File: config.mk
export PLATFORM = sky130hd
export DESIGN_NAME = stream_demux
export DESIGN_NICKNAME = d
export VERILOG_FILES = /design/src/rtl/stream_demux_pkg.sv /design/src/rtl/stream_demux_out_stage.sv /design/src/rtl/stream_demux.sv
export SDC_FILE = /design/constraint.sdc
export NUM_CORES = 1
export LEC_CHECK = 0
export ABC_AREA = 1
export BUFFER_PORTS_ARGS = -buffer_cell sky130_fd_sc_hd__buf_2
export CORE_MARGIN = 4
export CORE_UTILIZATION = 45
export CTS_BUF_LIST = sky130_fd_sc_hd__clkbuf_8 sky130_fd_sc_hd__clkbuf_16
export DETAILED_ROUTE_END_ITERATION = 16
export HOLD_SLACK_MARGIN = 0.02
export MAX_ROUTING_LAYER = met4
export PLACE_DENSITY = 0.74
export SKIP_LAST_GASP = 1
export SLEW_MARGIN = 20
export SYNTH_ARGS = -nofsm -noshare
export SYNTH_HDL_FRONTEND = slang
export SYNTH_SLANG_ARGS = --single-unit
export TNS_END_PERCENT = 20
File: constraint.sdc
create_clock -name clk -period 1.4 [get_ports clk]
set_input_delay 0.28 -clock clk [delete_from_list [all_inputs] [get_ports clk]]
set_output_delay 0.28 -clock clk [all_outputs]
set_load 0.01 [all_outputs]
File: src/rtl/stream_demux_pkg.sv
// Shared types and constants for the 1:2 stream demultiplexer.
package stream_demux_pkg;

    typedef enum logic {
        IDLE = 1'b0,
        LOCK = 1'b1
    } demux_state_e;

    localparam logic SEL_A = 1'b1;
    localparam logic SEL_B = 1'b0;
    localparam int   CNT_W = 16;

endpackage

File: src/rtl/stream_demux_out_stage.sv
// One-entry registered output slot: 1-cycle load-to-valid latency.
// Holds data/last while valid && !ready; accepts a new load while draining.
module out_stage #(
    parameter int DW = 8
) (
    input  logic          clk,
    input  logic          reset_n,
    input  logic          load_i,
    input  logic [DW-1:0] data_i,
    input  logic          last_i,
    input  logic          ready_i,
    output logic          valid_o,
    output logic [DW-1:0] data_o,
    output logic          last_o,
    output logic          empty_or_draining_o
);

    logic          valid_q, valid_d;
    logic [DW-1:0] data_q,  data_d;
    logic          last_q,  last_d;

    always_comb begin
        valid_d = valid_q && !ready_i;
        data_d  = data_q;
        last_d  = last_q;
        if (load_i) begin
            valid_d = 1'b1;
            data_d  = data_i;
            last_d  = last_i;
        end
    end

    always_ff @(posedge clk or negedge reset_n) begin
        if (!reset_n) begin
            valid_q <= 1'b0;
            data_q  <= '0;
            last_q  <= 1'b0;
        end else begin
            valid_q <= valid_d;
            data_q  <= data_d;
            last_q  <= last_d;
        end
    end

    assign valid_o             = valid_q;
    assign data_o              = data_q;
    assign last_o              = last_q;
    assign empty_or_draining_o = !valid_q || ready_i;

endmodule

File: src/rtl/stream_demux.sv
// 1:2 packet demux, select locked from first beat to last; 1-cycle latency.
// Stalls when the selected channel is full and not draining; optional counters under STREAM_DEMUX_CNT_EN.
module stream_demux
    import stream_demux_pkg::*;
#(
    parameter int DW = 8
) (
    input  logic          clk,
    input  logic          reset_n,
    input  logic [DW-1:0] data_i,
    input  logic          valid_i,
    input  logic          last_i,
    input  logic          sel_i,
    output logic          ready_o,
    output logic [DW-1:0] a_data_o,
    output logic          a_valid_o,
    output logic          a_last_o,
    input  logic          a_ready_i,
    output logic [DW-1:0] b_data_o,
    output logic          b_valid_o,
    output logic          b_last_o,
    input  logic          b_ready_i
`ifdef STREAM_DEMUX_CNT_EN
    ,
    output logic [CNT_W-1:0] a_pkts_o,
    output logic [CNT_W-1:0] b_pkts_o
`endif
);

    demux_state_e state_q, state_d;
    logic         lock_q,  lock_d;
    logic         eff_sel;
    logic         accept;
    logic         a_eod, b_eod;

    // ready_o never looks at valid_i, so no combinational valid->ready loop exists.
    assign eff_sel = (state_q == LOCK) ? lock_q : sel_i;
    assign ready_o = (eff_sel == SEL_A) ? a_eod : b_eod;
    assign accept  = valid_i && ready_o;

    always_comb begin
        state_d = state_q;
        lock_d  = lock_q;
        if (accept) begin
            case (state_q)
                IDLE: if (!last_i) begin
                    state_d = LOCK;
                    lock_d  = sel_i;
                end
                LOCK: if (last_i) state_d = IDLE;
                default: state_d = IDLE;
            endcase
        end
    end

    always_ff @(posedge clk or negedge reset_n) begin
        if (!reset_n) begin
            state_q <= IDLE;
            lock_q  <= 1'b0;
        end else begin
            state_q <= state_d;
            lock_q  <= lock_d;
        end
    end

    out_stage #(.DW(DW)) u_stage_a (
        .clk                 (clk),
        .reset_n             (reset_n),
        .load_i              (accept && (eff_sel == SEL_A)),
        .data_i              (data_i),
        .last_i              (last_i),
        .ready_i             (a_ready_i),
        .valid_o             (a_valid_o),
        .data_o              (a_data_o),
        .last_o              (a_last_o),
        .empty_or_draining_o (a_eod)
    );

    out_stage #(.DW(DW)) u_stage_b (
        .clk                 (clk),
        .reset_n             (reset_n),
        .load_i              (accept && (eff_sel == SEL_B)),
        .data_i              (data_i),
        .last_i              (last_i),
        .ready_i             (b_ready_i),
        .valid_o             (b_valid_o),
        .data_o              (b_data_o),
        .last_o              (b_last_o),
        .empty_or_draining_o (b_eod)
    );

`ifdef STREAM_DEMUX_CNT_EN
    logic [CNT_W-1:0] a_pkts_q, a_pkts_d;
    logic [CNT_W-1:0] b_pkts_q, b_pkts_d;

    // A packet counts as delivered when its last beat leaves the stage.
    always_comb begin
        a_pkts_d = a_pkts_q;
        b_pkts_d = b_pkts_q;
        if (a_valid_o && a_ready_i && a_last_o && (a_pkts_q != '1))
            a_pkts_d = a_pkts_q + CNT_W'(1);
        if (b_valid_o && b_ready_i && b_last_o && (b_pkts_q != '1))
            b_pkts_d = b_pkts_q + CNT_W'(1);
    end

    always_ff @(posedge clk or negedge reset_n) begin
        if (!reset_n) begin
            a_pkts_q <= '0;
            b_pkts_q <= '0;
        end else begin
            a_pkts_q <= a_pkts_d;
            b_pkts_q <= b_pkts_d;
        end
    end

    assign a_pkts_o = a_pkts_q;
    assign b_pkts_o = b_pkts_q;
`endif

endmodule

# Yosys cells after proc, flatten, opt, wreduce, memory -nomap -nowiden

Index checks and enable logic that the tools add are counted.

Bits of input ports: 15
Register bits: 22
Output and inout bits: 21

Bitwise gates (word level): 3
Reduce and logical (&&, ||, !) cells: 12
Multiplexer cells: 5

Operators with widths:

| operator            | number |
|---|---|
| $logic_and A1 B1 Y1 | 5 |
| $mux W1             | 5 |
| $logic_not A1 Y1    | 4 |
| $not A1 Y1          | 3 |
| $reduce_and A3 Y1   | 1 |
| $logic_or A1 B1 Y1  | 2 |

# Logic depth before layout (Yosys ltp)

Depth after elaboration: 6
Mapped depth: 8
Depth with buffers taken out: 8

# Cells and area by module

From an unflattened synthesis, not the netlist that was laid out.

Cell total of the unflattened synthesis: 110
Area total of the unflattened synthesis: 933.4 µm²

Modules (own cells, without submodules):

| module       | seq. area each (µm²) | cells an instance | area each (µm²) | instances |
|---|---|---|---|---|
| out_stage    | 250.2                | 42                | 377.9           | 2 |
| stream_demux | 50.0                 | 26                | 177.7           | 1 |

# Worst setup path before layout

Ideal clock, no wire load.

Path type: reg2reg
Start point: register state_q
End point: register state_q
Setup time: 0.121 ns
Setup slack: 0.280 ns
Data arrival time: 1.000 ns
Stages on the path, launching flop included: 9
Cells stage by stage: dfrtp_1 > inv_1 > nand2_4 > nand2_2 > nand2_1 > nand2_1 > nand2_1 > nand2_1 > o21ai_1

Longest elaborated chain between the ends: 3

RTL lines:

| item                   | RTL line           | text |
|---|---|---|
| start, declared        | stream_demux.sv:30 | `demux_state_e state_q, state_d;` |
| start signal, assigned | stream_demux.sv:61 | `state_q <= state_d;` |
| $mux W1                | stream_demux.sv:37 | `assign eff_sel = (state_q == LOCK) ? lock_q : sel_i;` |
| $mux W1                | stream_demux.sv:38 | `assign ready_o = (eff_sel == SEL_A) ? a_eod : b_eod;` |
| via ready_o            | stream_demux.sv:14 | `output logic ready_o,` |
| $logic_and A1 B1 Y1    | stream_demux.sv:39 | `assign accept = valid_i && ready_o;` |

The timed path passes the listed nets, and every way through them passes these cells.
A chain may end at the register's enable or synchronous reset.

# Worst setup path after layout

Start point: register u_stage_b.valid_q, in the netlist u_stage_b.valid_o
End point: output port ready_o

Longest elaborated chain between the ends: 3

RTL lines:

| item                   | RTL line                     | text |
|---|---|---|
| start, declared        | stream_demux_out_stage.sv:18 | `logic valid_q, valid_d;` |
| start signal, assigned | stream_demux_out_stage.sv:39 | `valid_q <= valid_d;` |
| $logic_not A1 Y1       | stream_demux_out_stage.sv:48 | `assign empty_or_draining_o = !valid_q \|\| ready_i;` |
| $logic_or A1 B1 Y1     | stream_demux_out_stage.sv:48 |  |
| $mux W1                | stream_demux.sv:38           |  |
| end, declared          | stream_demux.sv:14           |  |

Every way passes these cells.

==> summary.md <==
| Metric | Value |
|---|---|
| Outcome | completed |
| # diodes | 0 |
| Max Slew Vio Count | 0 |
| Leak | 0.714 nW |
| Area of the mapped netlist | 968 sq um |
| Seq cells post-synth | 22 |
| VDD IR max | 0.00129 V |
| Synth Area in XOR/XNOR | 0% |
| Syn Inst Count | 92 |
| Switching share of power | 36.2% |
| Clock power share | 19.7% |
| Vias | 753 |
| Worst slew margin relative to its limit | 67.3% |
| Critical path required time | 1.12 ns |
| Setup WS post-layout | 0.00488 ns |
| Sequential group share of total power | 36.9% |
| Mean Syn Cell Area | 10.5 sq um |
| Post-synthesis sequential area ratio | 56.8% |
| Final setup viols | 0 |
| Initial antenna violation count | 0 |
| Residual DRC count | 0 |
| Critical Path Source | u_stage_b.valid_o |
| Final worst-path cycle share | 99.7% |
| Net Sw Power | 1.07 mW |
| Mux contribution to synthesized area | 0% |
| Max-cap violations | 0 |
| Die X | 54.4 microns |
| Buffers on Ports | 35 |
| Total GRT Usage | 14.8% |
| Area after DPL | 1150 sq um |
| Least-Margin Pin Slew | 0.490 ns |
| Nets | 152 |
| Row count | 16 |
| # fillers | 177 |
| Critical-path maximum fanout | 3 |
| Net count after synthesis | 107 |
| Core area | 2000 sq um |
| Vias per inst | 4.62 |
| CTS tree | yes |
| Hold Path Origin | last_i |
| Post-DP HPWL | 1.36 mm |
| Worst Setup Start Kind | register |
| Clock Latency Late Sink | 0.26 ns |
| Wirelength per Cell | 11.9 microns |
| Total wire length | 1.94 mm |
| Routability cong. | 0.634 |
| Final setup TNS | 0 ns |
| RR Startpoint | state_q |
| RSZ-0062 raised after global routing | yes |
| H-tree levels | 1 |
| Area Growth Syn to Fin | 35.3% |
| Pre-antenna DRT Iters | 4 |
| PwrDens | 2260 nW/um^2 |
| Pwr Total | 2.97 mW |
| Final hold vios | 0 |
| Cell variety after synth | 13 |
| Pin count of the biggest net entering global routing | 23 |
| Min Tclk post-route | 1.40 ns |
| CTS root buf | clkbuf_8 |
| Synth warnings | 0 |
| Clock skew | 0.0111 ns |
| Grt total ovfl | 0 |
| Int Power | 1.89 mW |
| Share of layout cells above drive strength 1 | 52.2% |
| TritonCTS buffer count | 3 |
| Complex-gate fraction of the synthesized area | 16.8% |
| I/O pin count | 36 |
| Die footprint | 2960 sq um |
| Global-route wire length before repair | 3.02 mm |
| Main combinational cell family by area after synthesis | simple AND/OR/NAND/NOR gates |
| Synthesized-area fraction occupied by adder cells | 0% |
| Worst EP arrival | 1.12 ns |
| Achievable Freq | 717 MHz |
| Worst Hold Class | primary input to register |
| Initial DRC Count | 8 |
| Crit Path Class | register to output port |
| Vias in the first global route | 727 |
| CTS clk-pin slew, worst paths | 0.08 ns |
| Die Y-Extent | 54.4 microns |
| Crit path capture type | output port |
| Post-Synth Simple-Gate Area | 19.4% |
| Initial Utilization | 48.4% |
| Gate power share | 43.5% |
| Num Clock Sinks | 22 |
| Placement Setup Slack | 0.149 ns |
| Core Util, Final | 65.4% |
| Antenna viol nets, final | 0 |
| Design area | 1310 sq um |
| Max Root-Sink Buffers | 2 |
-- cell usage after synthesis, drive strengths merged --
| cell type | number | area (sq um) |
|---|---|---|
| nand2 | 31 | 129 |
| dfrtp | 22 | 551 |
| o21ai | 19 | 163 |
| inv | 12 | 45.0 |
| nand3 | 3 | 27.5 |
| buf | 2 | 22.5 |
| nand4 | 2 | 27.5 |
| nor2 | 1 | 3.75 |
-- critical path, cell delays in order (launching register included) --
cell,delay (ns)
dfrtp_1,0.38
nand2_1,0.16
nand3_1,0.11
nand2_2,0.10
buf_6,0.10
-- flip-flops by register name (all words and copies together) (netlist names) --
name	cells
u_stage_a.last_o	1
u_stage_b.last_o	1
lock_q	1
u_stage_a.data_o	8
state_q	1
u_stage_b.data_o	8
u_stage_b.valid_o	1
u_stage_a.valid_o	1
-- cells in the final DEF, fill, tap and decap left out, types with 2 or more instances in the layout --
master,instances
nand2_1,26
inv_1,11
nand3_1,2
nand2_4,2
clkbuf_8,3
buf_2,34
nand2_2,3
buf_4,5
o21ai_2,18
dfrtp_1,22
-- power by group through the flow --
stage | combinational (mW) | clock (mW) | sequential, mW
final | 1.29 | 0.583 | 1.09
after global placement | 1.10 | 0 | 1.09
after floorplan | 0.608 | 0 | 1.23
after global routing | 1.43 | 0.621 | 1.13
after detailed placement | 1.13 | 0 | 1.10
after CTS | 1.25 | 0.601 | 1.10
-- worst paths after layout --
kind / endpoint / slack (ns) / cells past startpoint
setup / recovery: ready_o / 0.005 / 4
max in group asynchronous: state_q / 0.56 / 2
setup reg to reg: u_stage_a.data_o[3] / 0.12 / 7
hold reg to reg: u_stage_b.data_o[4] / 0.48 / 2
min in group asynchronous: u_stage_a.data_o[4] / 0.50 / 2
hold / removal: state_q / 0.26 / 2
-- cell type report --
class                   count  area (sq um)  share of cell area [%]
clock buffers               3          41.3                    3.15
clock inverters             1          30.0                    2.29
well taps                  27          33.8                    2.58
repair buffers             42           249                    19.0
flip-flops and latches     22           551                    42.0
multi-input cells          56           360                    27.5
inverters                  12          45.0                    3.44
-- metrics by stage --
stage                     cells  hold slack [ns]
after CTS                   161            0.250
final                       163            0.260
after detailed placement    152            0.269
after global placement      152            0.265
after floorplan              92          -0.0156
after global routing        163            0.253
-- per-layer routing --
metal	track usage, %	part of all wire [%]
met5	-	0
met4	6.22	0.51
met3	3.00	7.0
met2	25.1	47
met1	16.8	45
-- kinds of logic (layout without fill, tap and decap cells) --
logic type,after synthesis,after routing
flops,22,22
simple gates,37,37
buf+inv,14,58
compound gates,19,19
-- timing repair --
action	in CTS	in global routing
endpoints found under the setup margin	1	13
endpoints found under the hold margin	22	0
pin swaps	4	5
resized for setup	5	0
setup buffers	4	2
hold buffers	1	0
(Power assumes the default switching activity.)
